[src/rtl/ritc_pkg.sv]
// Shared constants for the RITC front-end bit deserializers.
package ritc_pkg;
  localparam int unsigned RATIO          = 4;
  localparam int unsigned PH_W           = 2;
  localparam int unsigned MAX_LOOP_DELAY = 31;
  // Phase value on which a word boundary is captured.
  localparam logic [PH_W-1:0] PH_LAST    = PH_W'(RATIO - 1);
endpackage

[src/rtl/loop_delay_line.sv]
// Fixed-length shift-register delay for one serial bit; LEN = 0 passes D straight through.
module loop_delay_line #(
  parameter int unsigned LEN = 11
) (
  input  logic CLK,
  input  logic RST_N,
  input  logic D,
  output logic D_DEL
);

  if (LEN == 0) begin : g_passthru
    // Gated so the tail still reads 0 while reset is held.
    assign D_DEL = D & RST_N;
  end else begin : g_line
    logic [LEN-1:0] dl_q;

    always_ff @(posedge CLK or negedge RST_N) begin
      if (!RST_N) begin
        dl_q <= '0;
      end else begin
        dl_q[0] <= D;
        for (int i = 1; i < int'(LEN); i++) begin
          dl_q[i] <= dl_q[i-1];
        end
      end
    end

    assign D_DEL = dl_q[LEN-1];
  end

endmodule

[src/rtl/iserdes_loop_bit.sv]
// 1:4 deserializer for one RITC data bit: fixed input delay, shift register,
// phase counter with bitslip, and a registered word plus one-cycle valid strobe.
module iserdes_loop_bit
  import ritc_pkg::*;
#(
  parameter int unsigned LOOP_DELAY       = 11,
  parameter              IODELAY_GRP_NAME = "IODELAY_0"
) (
  input  logic             CLK,
  input  logic             RST_N,
  input  logic             D,
  input  logic             BITSLIP,
  output logic             BYPASS,
  output logic [RATIO-1:0] Q,
  output logic             Q_VALID
);

  logic             d_del;
  logic [RATIO-2:0] sr_q, sr_d;
  logic [PH_W-1:0]  ph_q, ph_d;
  logic [RATIO-1:0] q_q, q_d;
  logic             q_valid_q, q_valid_d;
  logic             capture;

  loop_delay_line #(.LEN(LOOP_DELAY)) u_delay (
    .CLK   (CLK),
    .RST_N (RST_N),
    .D     (D),
    .D_DEL (d_del)
  );

  // A slip freezes the phase for one edge, pushing the next word boundary one bit later.
  always_comb begin
    sr_d      = {sr_q[RATIO-3:0], d_del};
    capture   = (ph_q == PH_LAST) && !BITSLIP;
    ph_d      = BITSLIP ? ph_q : ph_q + 1'b1;
    q_d       = q_q;
    q_valid_d = 1'b0;
    if (capture) begin
      q_d       = {sr_q, d_del};
      q_valid_d = 1'b1;
    end
  end

  always_ff @(posedge CLK or negedge RST_N) begin
    if (!RST_N) begin
      sr_q      <= '0;
      ph_q      <= '0;
      q_q       <= '0;
      q_valid_q <= 1'b0;
    end else begin
      sr_q      <= sr_d;
      ph_q      <= ph_d;
      q_q       <= q_d;
      q_valid_q <= q_valid_d;
    end
  end

  assign BYPASS  = d_del;
  assign Q       = q_q;
  assign Q_VALID = q_valid_q;

endmodule

[config.mk]
export PLATFORM = sky130hd
export DESIGN_NAME = iserdes_loop_bit
export DESIGN_NICKNAME = d
export VERILOG_FILES = /design/src/rtl/ritc_pkg.sv /design/src/rtl/loop_delay_line.sv /design/src/rtl/iserdes_loop_bit.sv
export SDC_FILE = /design/constraint.sdc
export NUM_CORES = 1
export LEC_CHECK = 0
export ABC_AREA = 1
export BUFFER_PORTS_ARGS = -buffer_cell sky130_fd_sc_hd__buf_2
export CAP_MARGIN = 20
export CORE_AREA = 2 2 39 41
export CTS_CLUSTER_DIAMETER = 100
export DETAILED_ROUTE_END_ITERATION = 16
export DIE_AREA = 0 0 41 43
export PLACE_DENSITY = 0.68
export SYNTH_ARGS = -nofsm -noshare
export SYNTH_HDL_FRONTEND = slang
export SYNTH_HIERARCHICAL = 1
export SYNTH_SLANG_ARGS = --single-unit
[constraint.sdc]
create_clock -name CLK -period 1.9 [get_ports CLK]
set_clock_uncertainty 0.1 [all_clocks]
set_input_delay 0.38 -clock CLK [delete_from_list [all_inputs] [get_ports CLK]]
set_output_delay 0.38 -clock CLK [all_outputs]
set_load 0.05 [all_outputs]
==> metrics.txt <==
# TYPE chip_impl_metric gauge
chip_impl_metric{name="cts-htree-levels",unit=""} 1
chip_impl_info{name="cts_tree",value="done"} 1
chip_impl_metric{name="report.final.hold_viol_count",unit=""} 0
chip_impl_info{name="slowest_stage",value="sky130_fd_sc_hd__dfrtp_1"} 1
chip_impl_metric{name="rrSetupSlack",unit="ps"} 810
chip_impl_metric{name="cts-root-to-sink-buffers",unit=""} 2
chip_impl_info{name="min_path_type",value="primary input to flip-flop"} 1
chip_impl_metric{name="p_int",unit="W"} 0.0006888
chip_impl_info{name="criticalPathCategory",value="flip-flop to output port"} 1
chip_impl_metric{name="grt_pass1_vias",unit=""} 294
chip_impl_metric{name="routed_wire_length_per_instance",unit="µm"} 11.44
chip_impl_metric{name="crit_path_max_fanout",unit=""} 3
chip_impl_metric{name="cts_setup_buffers",unit=""} 0
chip_impl_info{name="critical_path.cell_chain",value="buf_2"} 1
chip_impl_metric{name="synth.net_count",unit=""} 46
chip_impl_metric{name="post-route-min-period",unit="ps"} 1422
chip_impl_metric{name="timing.final.crit_share",unit="%"} 74.85
chip_impl_info{name="most_used_cells_in_the_layout_excluding_fill_and_tap_cells",value="21 x sky130_fd_sc_hd__dfrtp_1, 11 x sky130_fd_sc_hd__nand2_1, 9 x sky130_fd_sc_hd__buf_2"} 1
chip_impl_metric{name="max_rail_drop_vdd",unit="mV"} 0.6149
chip_impl_metric{name="p_seq_share",unit="%"} 51.1
chip_impl_metric{name="globalRoute.totalOverflow",unit=""} 0
chip_impl_metric{name="worstPathArrival",unit="ps"} 940
chip_impl_metric{name="maximum_number_of_pins_on_one_net_before_global_route_repair",unit=""} 22
chip_impl_info{name="layout.cells.most_common",value="sky130_fd_sc_hd__dfrtp_1"} 1
chip_impl_metric{name="power_density",unit="nW/µm²"} 1516
chip_impl_metric{name="row_count",unit=""} 14
chip_impl_metric{name="detailedPlacementHpwl",unit="µm"} 517.2
chip_impl_metric{name="antenna_cells_inserted",unit=""} 0
chip_impl_metric{name="core_region_area",unit="µm²"} 1384
chip_impl_metric{name="synth_seq_cells",unit=""} 21
chip_impl_metric{name="number_of_top_level_pins",unit=""} 10
chip_impl_metric{name="fin_worst_hold_slack",unit="ps"} 75.31
chip_impl_metric{name="clock-sinks",unit=""} 21
chip_impl_metric{name="critical_path_buf_inv_count",unit=""} 1
chip_impl_metric{name="drt_first_iter_violations",unit=""} 4
chip_impl_metric{name="dieWidth",unit="µm"} 41
chip_impl_metric{name="syn-cell-area",unit="µm²"} 626.9
chip_impl_metric{name="clock_power_share",unit="%"} 18.8
chip_impl_metric{name="synth_warnings",unit=""} 6
chip_impl_metric{name="floorplan.die_area",unit="µm²"} 1763
chip_impl_metric{name="avgSynthCellArea",unit="µm²"} 15.29
chip_impl_info{name="endpoint",value="BYPASS"} 1
chip_impl_metric{name="clk-insertion-delay-late",unit="ps"} 300
chip_impl_metric{name="max_stage_delay",unit="ps"} 370
chip_impl_metric{name="stdcell_count",unit=""} 71
chip_impl_info{name="run_status",value="finished, final reports clean"} 1
chip_impl_info{name="crit_path_start",value="u_delay/g_line.dl_q[10]"} 1
chip_impl_metric{name="synth_largest_type_area_fraction",unit="%"} 83.83
chip_impl_info{name="synth_area_leader",value="sky130_fd_sc_hd__dfrtp_1"} 1
chip_impl_metric{name="num-nets-final",unit=""} 61
chip_impl_metric{name="netlist_instances",unit=""} 41
chip_impl_info{name="ctsRootBufferMaster",value="sky130_fd_sc_hd__clkbuf_4"} 1
chip_impl_metric{name="final_wtd_congestion",unit=""} 0.6380
chip_impl_info{name="crit_path_start_kind",value="flip-flop"} 1
chip_impl_metric{name="timing.slew.headroom",unit="%"} 70.63
chip_impl_metric{name="worstSetupPathDepth",unit=""} 1
chip_impl_metric{name="drc",unit=""} 0
chip_impl_metric{name="multi_input_combinational_cell_area",unit="µm²"} 93.84
chip_impl_info{name="critical_path.reg2reg.endpoint",value="Q[0]"} 1
chip_impl_metric{name="detail_route.vias_per_cell",unit=""} 4.592
chip_impl_metric{name="report.power.total",unit="W"} 0.001106
chip_impl_metric{name="clk_transition_reported_paths",unit="ps"} 110
chip_impl_metric{name="dr.pass1.iters",unit=""} 4
chip_impl_info{name="yosys-top-cells-area",value="sky130_fd_sc_hd__dfrtp_1 84%, sky130_fd_sc_hd__nand2_1 6.6%, sky130_fd_sc_hd__nand3_1 3.2%"} 1
chip_impl_metric{name="ant_nets",unit=""} 0
chip_impl_metric{name="finalWirelength",unit="µm"} 812
chip_impl_metric{name="p_switching",unit="W"} 0.0004173
chip_impl_metric{name="report.final.setup_viol",unit=""} 0
chip_impl_metric{name="layout-drive-gt1-share",unit="%"} 27.27
chip_impl_metric{name="final_core_utilization",unit="%"} 52.71
chip_impl_info{name="worst_r2r_startpoint",value="ph_q[0]"} 1
chip_impl_metric{name="placed_cells_incl_taps",unit=""} 66
chip_impl_metric{name="timing.reg2reg.worst_path_depth",unit=""} 4
chip_impl_metric{name="comb_power_share",unit="%"} 30.1
chip_impl_metric{name="count_of_filler_cells_inserted_in_the_layout",unit=""} 119
chip_impl_metric{name="worstMarginPinSlew",unit="ps"} 440.5
chip_impl_metric{name="leakagePower",unit="nW"} 0.3863
chip_impl_metric{name="vias_after_detailed_routing",unit=""} 326
chip_impl_metric{name="die_h",unit="µm"} 43
chip_impl_metric{name="grtUsageTotal",unit="%"} 11.82
chip_impl_metric{name="area_growth_syn_to_layout",unit="%"} 16.37
chip_impl_metric{name="global_route_wire_length_before_repair",unit="mm"} 1.304
chip_impl_metric{name="switching_share",unit="%"} 37.73
chip_impl_metric{name="count_of_port_buffers_added_during_placement",unit=""} 9
chip_impl_metric{name="max_cap_viol_count",unit=""} 0
chip_impl_metric{name="synth_cell_types",unit=""} 8
chip_impl_metric{name="antenna_found_initial",unit=""} 0
chip_impl_metric{name="area.sequential",unit="µm²"} 525.5
chip_impl_metric{name="final_max_tran_viols",unit=""} 0
chip_impl_metric{name="floorplan.initialDensity",unit="%"} 45.30
chip_impl_metric{name="critPathRequiredTime",unit="ps"} 1420
chip_impl_info{name="cp-end-kind",value="output port"} 1
chip_impl_metric{name="fmax",unit="MHz"} 703.1
chip_impl_info{name="critical_path_s_top_delay_family",value="flip-flops"} 1
chip_impl_metric{name="cts_made_buffers",unit=""} 3
chip_impl_info{name="grt_setup_unrepaired",value="no"} 1
chip_impl_metric{name="setup_total_negative_slack",unit="ps"} 0
chip_impl_metric{name="synth_sequential_area_ratio",unit="%"} 83.83
==> power groups by stage <==
stage                     sequential (W)  combinational (W)  clock [W]
final                           0.000565           0.000333   0.000207
after global routing            0.000575           0.000362   0.000233
after CTS                       0.000565           0.000338   0.000211
after detailed placement        0.000574           0.000336          0
after global placement          0.000570           0.000328          0
after floorplan                 0.000727          0.0000976          0
==> flip-flops by register name, summed over array words and instances, names as in the netlist <==
signal               cells
Q_VALID                  1
Q                        4
ph_q                     2
u_delay/g_line.dl_q     11
sr_q                     3
==> area by class of cell <==
class                           instances  area share (%)
Clock buffer                            3           3.087
Tap cell                               16           2.744
Clock inverter                          1          0.6861
Timing Repair Buffer                   10           7.547
Sequential cell                        21           72.04
Inverter                                2           1.029
Multi-Input combinational cell         18           12.86
==> worst min path at each step <==
stage	from	to	cells past startpoint
finish	D	u_delay/g_line.dl_q[0]	1
global route	D	u_delay/g_line.dl_q[0]	1
CTS	D	u_delay/g_line.dl_q[0]	1
detailed placement	u_delay/g_line.dl_q[3]	u_delay/g_line.dl_q[4]	0
global placement	RST_N	sr_q[0]	1
floorplan	RST_N	Q[0]	0
==> timing repair <==
| item | in CTS | in global routing |
|---|---|---|
| hold buffers | 1 | 0 |
| resized for setup | 0 | 0 |
| endpoints found under the hold margin | 21 | 0 |
==> metal layers <==
metal / vias up / global-route usage [%] / share of wire, %
met5: - / 0 / 0
met4: 0 / 8.000 / 2.6
met3: 2 / 3.141 / 5.5
met2: 11 / 15.00 / 39
met1: 154 / 17.34 / 53
li1: 159 / - / -
==> cell usage after synthesis <==
library cell,n
sky130_fd_sc_hd__ha_1,1
sky130_fd_sc_hd__nand3_1,4
sky130_fd_sc_hd__nand2_4,1
sky130_fd_sc_hd__xnor2_1,1
sky130_fd_sc_hd__inv_2,1
sky130_fd_sc_hd__inv_1,1
sky130_fd_sc_hd__dfrtp_1,21
sky130_fd_sc_hd__nand2_1,11
==> through the flow <==
step                      area [µm²]  setup WS [ps]
after floorplan                626.9          807.6
after global placement         691.9          823.5
after detailed placement       691.9          815.7
after CTS                      729.5          466.1
after global routing           729.5          440.2
final                          729.5          477.8
==> logic make-up (layout without fill, tap and decap cells) <==
kind of cell,count (synthesis),in the layout,share of synthesized area [%]
adders and majority gates,1,1,1.996
and+or+nand+nor,16,16,11.58
DFF,21,21,83.83
xor gates and xnor gates,1,1,1.397
buffers and inverters,2,16,1.196
Power figures use the tool's default switching activity.
